**src/rtl/axis_arb_pkg.sv**
```systemverilog
// Shared types for the round-robin AXI-stream arbiter: FSM states, index width
// helper and the double-width rotating-priority mask.
package axis_arb_pkg;

  typedef enum logic {
    IDLE = 1'b0,
    BUSY = 1'b1
  } arb_state_e;

  localparam int MAX_M = 16;

  // Holds {req, req & above_ptr} so a single lowest-set-bit search wraps around.
  typedef logic [2*MAX_M-1:0] rr_mask_t;

  function automatic int idw(input int m);
    return (m > 1) ? $clog2(m) : 1;
  endfunction

endpackage

```
**src/rtl/axis_rr_arbiter_pick.sv**
```systemverilog
// Combinational rotating-priority picker: first request after ptr wins,
// wrapping modulo M.
module rr_pick
  import axis_arb_pkg::*;
#(
  parameter  int M   = 4,
  localparam int IDW = idw(M)
) (
  input  logic [M-1:0]   req,
  input  logic [IDW-1:0] ptr,
  output logic [IDW-1:0] winner,
  output logic           any_req
);

  rr_mask_t dbl;
  rr_mask_t lowest;

  always_comb begin
    dbl = '0;
    for (int j = 0; j < M; j++) begin
      dbl[j]     = req[j] && (j > int'(ptr));
      dbl[j + M] = req[j];
    end
    lowest = dbl & (~dbl + rr_mask_t'(1));
    winner = '0;
    // lowest is one-hot; the upper copy maps back onto the same requester
    for (int i = 0; i < 2*MAX_M; i++) begin
      if (lowest[i]) winner = IDW'(i % M);
    end
  end

  assign any_req = |req;

endmodule

```
**src/rtl/axis_rr_arbiter.sv**
```systemverilog
// Packet-atomic round-robin arbiter sharing one AXI-stream among M requesters,
// with a single registered output stage.
module axis_rr_arbiter
  import axis_arb_pkg::*;
#(
  parameter  int n   = 4,
  parameter  int M   = 4,
  localparam int NB  = n * 8,
  localparam int IDW = idw(M)
) (
  input  logic            aclk,
  input  logic            areset,
  input  logic [M-1:0]    cfg_enable,
  input  logic [M*NB-1:0] in_tdata,
  input  logic [M-1:0]    in_tvalid,
  input  logic [M-1:0]    in_tlast,
  output logic [M-1:0]    in_tready,
  output logic [NB-1:0]   out_tdata,
  output logic            out_tvalid,
  output logic            out_tlast,
  output logic [IDW-1:0]  out_tid,
  input  logic            out_tready,
  output logic            busy
);

  arb_state_e     state_q, state_d;
  logic [IDW-1:0] grant_q, grant_d;
  logic [IDW-1:0] ptr_q, ptr_d;
  logic [M-1:0]   req;
  logic [IDW-1:0] winner;
  logic           any_req;
  logic           stage_ready;
  logic           accept;

  logic [NB-1:0]  data_p1;
  logic           last_p1;
  logic [IDW-1:0] tid_p1;
  logic           vld_p1;

  assign req = in_tvalid & cfg_enable;

  rr_pick #(.M(M)) u_pick (
    .req     (req),
    .ptr     (ptr_q),
    .winner  (winner),
    .any_req (any_req)
  );

  always_ff @(posedge aclk) begin
    if (areset) begin
      state_q <= IDLE;
      grant_q <= '0;
      ptr_q   <= IDW'(M - 1);
    end else begin
      state_q <= state_d;
      grant_q <= grant_d;
      ptr_q   <= ptr_d;
    end
  end

  always_comb begin
    state_d     = state_q;
    grant_d     = grant_q;
    ptr_d       = ptr_q;
    in_tready   = '0;
    accept      = 1'b0;
    stage_ready = !vld_p1 || out_tready;
    case (state_q)
      IDLE: begin
        if (any_req) begin
          grant_d = winner;
          state_d = BUSY;
        end
      end
      BUSY: begin
        // Enable mask is ignored here so a granted packet is never truncated
        in_tready[grant_q] = stage_ready;
        accept             = stage_ready && in_tvalid[grant_q];
        if (accept && in_tlast[grant_q]) begin
          state_d = IDLE;
          ptr_d   = grant_q;
        end
      end
      default: state_d = IDLE;
    endcase
  end

  // Output stage (p1): loads on input handshake, drains on output handshake
  always_ff @(posedge aclk) begin
    if (areset) begin
      vld_p1  <= 1'b0;
      data_p1 <= '0;
      last_p1 <= 1'b0;
      tid_p1  <= '0;
    end else if (accept) begin
      vld_p1  <= 1'b1;
      data_p1 <= in_tdata[grant_q*NB +: NB];
      last_p1 <= in_tlast[grant_q];
      tid_p1  <= grant_q;
    end else if (out_tready) begin
      vld_p1  <= 1'b0;
    end
  end

  assign out_tdata  = data_p1;
  assign out_tvalid = vld_p1;
  assign out_tlast  = last_p1;
  assign out_tid    = tid_p1;
  assign busy       = (state_q == BUSY);

endmodule

```
**config.mk**
```make
export PLATFORM = sky130hd
export DESIGN_NAME = axis_rr_arbiter
export DESIGN_NICKNAME = d
export VERILOG_FILES = /design/src/rtl/axis_arb_pkg.sv /design/src/rtl/axis_rr_arbiter_pick.sv /design/src/rtl/axis_rr_arbiter.sv
export SDC_FILE = /design/constraint.sdc
export NUM_CORES = 1
export LEC_CHECK = 0
export ABC_AREA = 1
export CAP_MARGIN = 20
export CORE_MARGIN = 2
export CORE_UTILIZATION = 35
export DETAILED_ROUTE_END_ITERATION = 10
export PLACE_DENSITY = 0.81
export SETUP_SLACK_MARGIN = 0.02
export SLEW_MARGIN = 20
export SYNTH_ARGS = -nofsm -noshare
export SYNTH_HDL_FRONTEND = slang
export SYNTH_SLANG_ARGS = --single-unit
```
**constraint.sdc**
```tcl
create_clock -name aclk -period 1.65 [get_ports aclk]
set_clock_uncertainty 0.15 [all_clocks]
set_input_delay 0.2475 -clock aclk [delete_from_list [all_inputs] [get_ports aclk]]
set_output_delay 0.2475 -clock aclk [all_outputs]
set_load 0.005 [all_outputs]
```
==> results.md <==
* Post-DP HPWL at 7620 um
* ANT cells at 0
* Worst Setup Path Type: flip-flop to flip-flop
* Top cell type by total area after synthesis: dfxtp_1
* Crit share post-route at 0.967
* Initial Util at 0.359
* Vias per cell at just over 5
* Setup_tns at 0 ns
* Clock Sinks at a little over 40
* CTS tree: done
* Nets@finish at 755
* Commonest non-fill, non-tap cell in the layout: clkdlybuf4s50_1
* Status: complete, no violations
* Cell Pwr Density at 734 mW/mm^2
* Cell Area, Placed at 0.00460 mm^2
* Worst EP required at 1.68 ns
* Vias at 3,611
* Crit path time final at 1.60 ns
* Initial DRC count at 115
* Clock Root Buffer: clkbuf_8
* Max Cap Violations at 0
* Die W at 90.0 um
* VDD IR max at ~450 uV
* Max Slew Vio Count at 0
* First-pass GRT wire length at 16,400 um
* RSZ-0062 raised after global routing: true
* Gr ovfl total at 0
* CP max FO at 6
* Cell area after layout at 0.00496 mm^2
* Rows at 31
* GRT Total Usage at 0.243
* Register area share after synthesis at 0.317
* Synth unique cells at 20
* CP startpoint kind: flip-flop
* Syn_nets at 560
* GP Congestion at 0.779
* Vias in the first global route at 3,572
* Worst reg2reg setup slack at 0.05 ns
* # setup viols final at 0
* Commonest non-fill, non-tap cells in the layout: clkdlybuf4s50_1 (177), nand2_1 (151), nand3_1 (70), nand4_1 (37), dfxtp_1 (37)
* P_leak at 1.94 nW
* Later-pin clock latency in the skew report at 0.29 ns
* Initial antenna violation count at 0
* Synth Area per Inst at 6.21 um^2
* CP Data Arrival Time at 1.63 ns
* Chip height at 90.0 um
* Layout cell share with drive strength beyond 1 at 0.127
* Max Root-Sink Buffers at 2
* TritonCTS buffer count at 5
* Max Fclk at 0.627 GHz
* Port buffer count at 183
* Share of the synthesized area in the top cell type at 0.317
* YS warnings at 0
* Slew headroom at 0.776
* Area contributors post-synth: dfxtp_1 (32%), nand2_1 (22%), nand3_1 (14%)
* Synthesized area at about 0.0026 mm^2
* Fin cells at ~700
* Final Power at 3.64 mW
* I/O pin count at 184
* Area growth from synthesis to layout at 91.4%
* Gate Count Post-Synth at 417
* Worst Tran Pin Value at 0.336 ns
* Largest net degree at the start of global routing at 39
* # DRC at 0
* # placed instances at 693
* Critical Path End Type: flip-flop
* Worst-path clk slew at 0.08 ns
* Hold crit path type: primary input to flip-flop
* Fin. Hold Viols at 0
* Post-DRT Antenna Nets at 0
* Post-Route WL at 10,500 um
* # H-tree levels at 2
* Core ar. at 0.00721 mm^2
* Routed length per instance at 14.7 um
* Yosys reg bits at between 40 and 50
* Die Area at 0.00811 mm^2
* Drt first pass iters at 5
[worst max-delay path, cell delays in order, from the launching register on]
cell	delay (ns)
dfxtp_4	0.37
buf_6	0.12
nor2_4	0.17
nand2_2	0.10
nand4_4	0.16
buf_4	0.15
nand3_2	0.11
nand2_1	0.09
nand3_1	0.06
[state kept, by name (all words and copies together), names as in the netlist]
name	flops
ptr_q	2
busy	1
out_tvalid	1
out_tid	2
out_tdata	32
out_tlast	1
grant_q	2
[final cells by class]
type,instances,area (um^2)
clock buffers,6,82.6
clock inverters,2,37.5
fillers,626,2260
inverters,15,58.8
multi-input cells,328,1600
flip-flops and latches,41,831
well taps,99,124
repair buffers,221,2220
[final timing paths]
kind | end | startpoint | cells past startpoint
max | ptr_q[0] | grant_q[0] | 8
min | out_tvalid | out_tready | 4
max reg2reg | ptr_q[0] | grant_q[0] | 8
min reg2reg | out_tlast | out_tlast | 2
[metrics by stage]
step                      utilization  hold WS (ns)  setup WS [ns]
after floorplan                     -         0.226         0.0309
after global placement          0.637         0.296         -0.333
after detailed placement        0.637         0.299         -0.382
after global routing            0.687         0.260       -0.00977
after CTS                       0.658         0.233       0.000116
final                           0.687         0.235         0.0549
[power by group]
group | switching, mW | total, mW | leakage [nW] | internal (mW)
Sequential | 0.0582 | 1.14 | 0.336 | 1.08
Combinational | 0.760 | 1.65 | 1.54 | 0.894
Clock | 0.353 | 0.845 | 0.0574 | 0.492
Total | 1.17 | 3.64 | 1.94 | 2.47
[cell usage after synthesis (all sizes together)]
cell type and instances:
o21ai 4, a31oi 1, buf 26, nand3 72
inv 15, nand2 157, nor3 3, nor2 14
a21oi 39, clkbuf 7, dfxtp 41, nand4 38
[metal layers]
layer | vias up | routed length (um) | GRT usage
li1 | 1802 | - | -
met1 | 1641 | 4040 | 0.266
met2 | 153 | 5420 | 0.455
met3 | 15 | 856 | 0.0629
met4 | 0 | 163 | 0.0756
met5 | - | 0 | 0
[cells by family (layout without fill, tap and decap cells)]
family,after synthesis,in the layout,synth area share
simple gates,284,284,0.498
compound gates,44,44,0.0855
flops,41,41,0.317
buf+inv,48,244,0.100
[timing repair]
item	CTS	global route
endpoints found under the setup margin	44	41
hold buffers	0	0
pin swaps	1	9
hold endpoints to repair	0	0
gates cloned	0	3
gates resized for setup	26	30
buffers inserted	0	8
(Power assumes the default switching activity.)
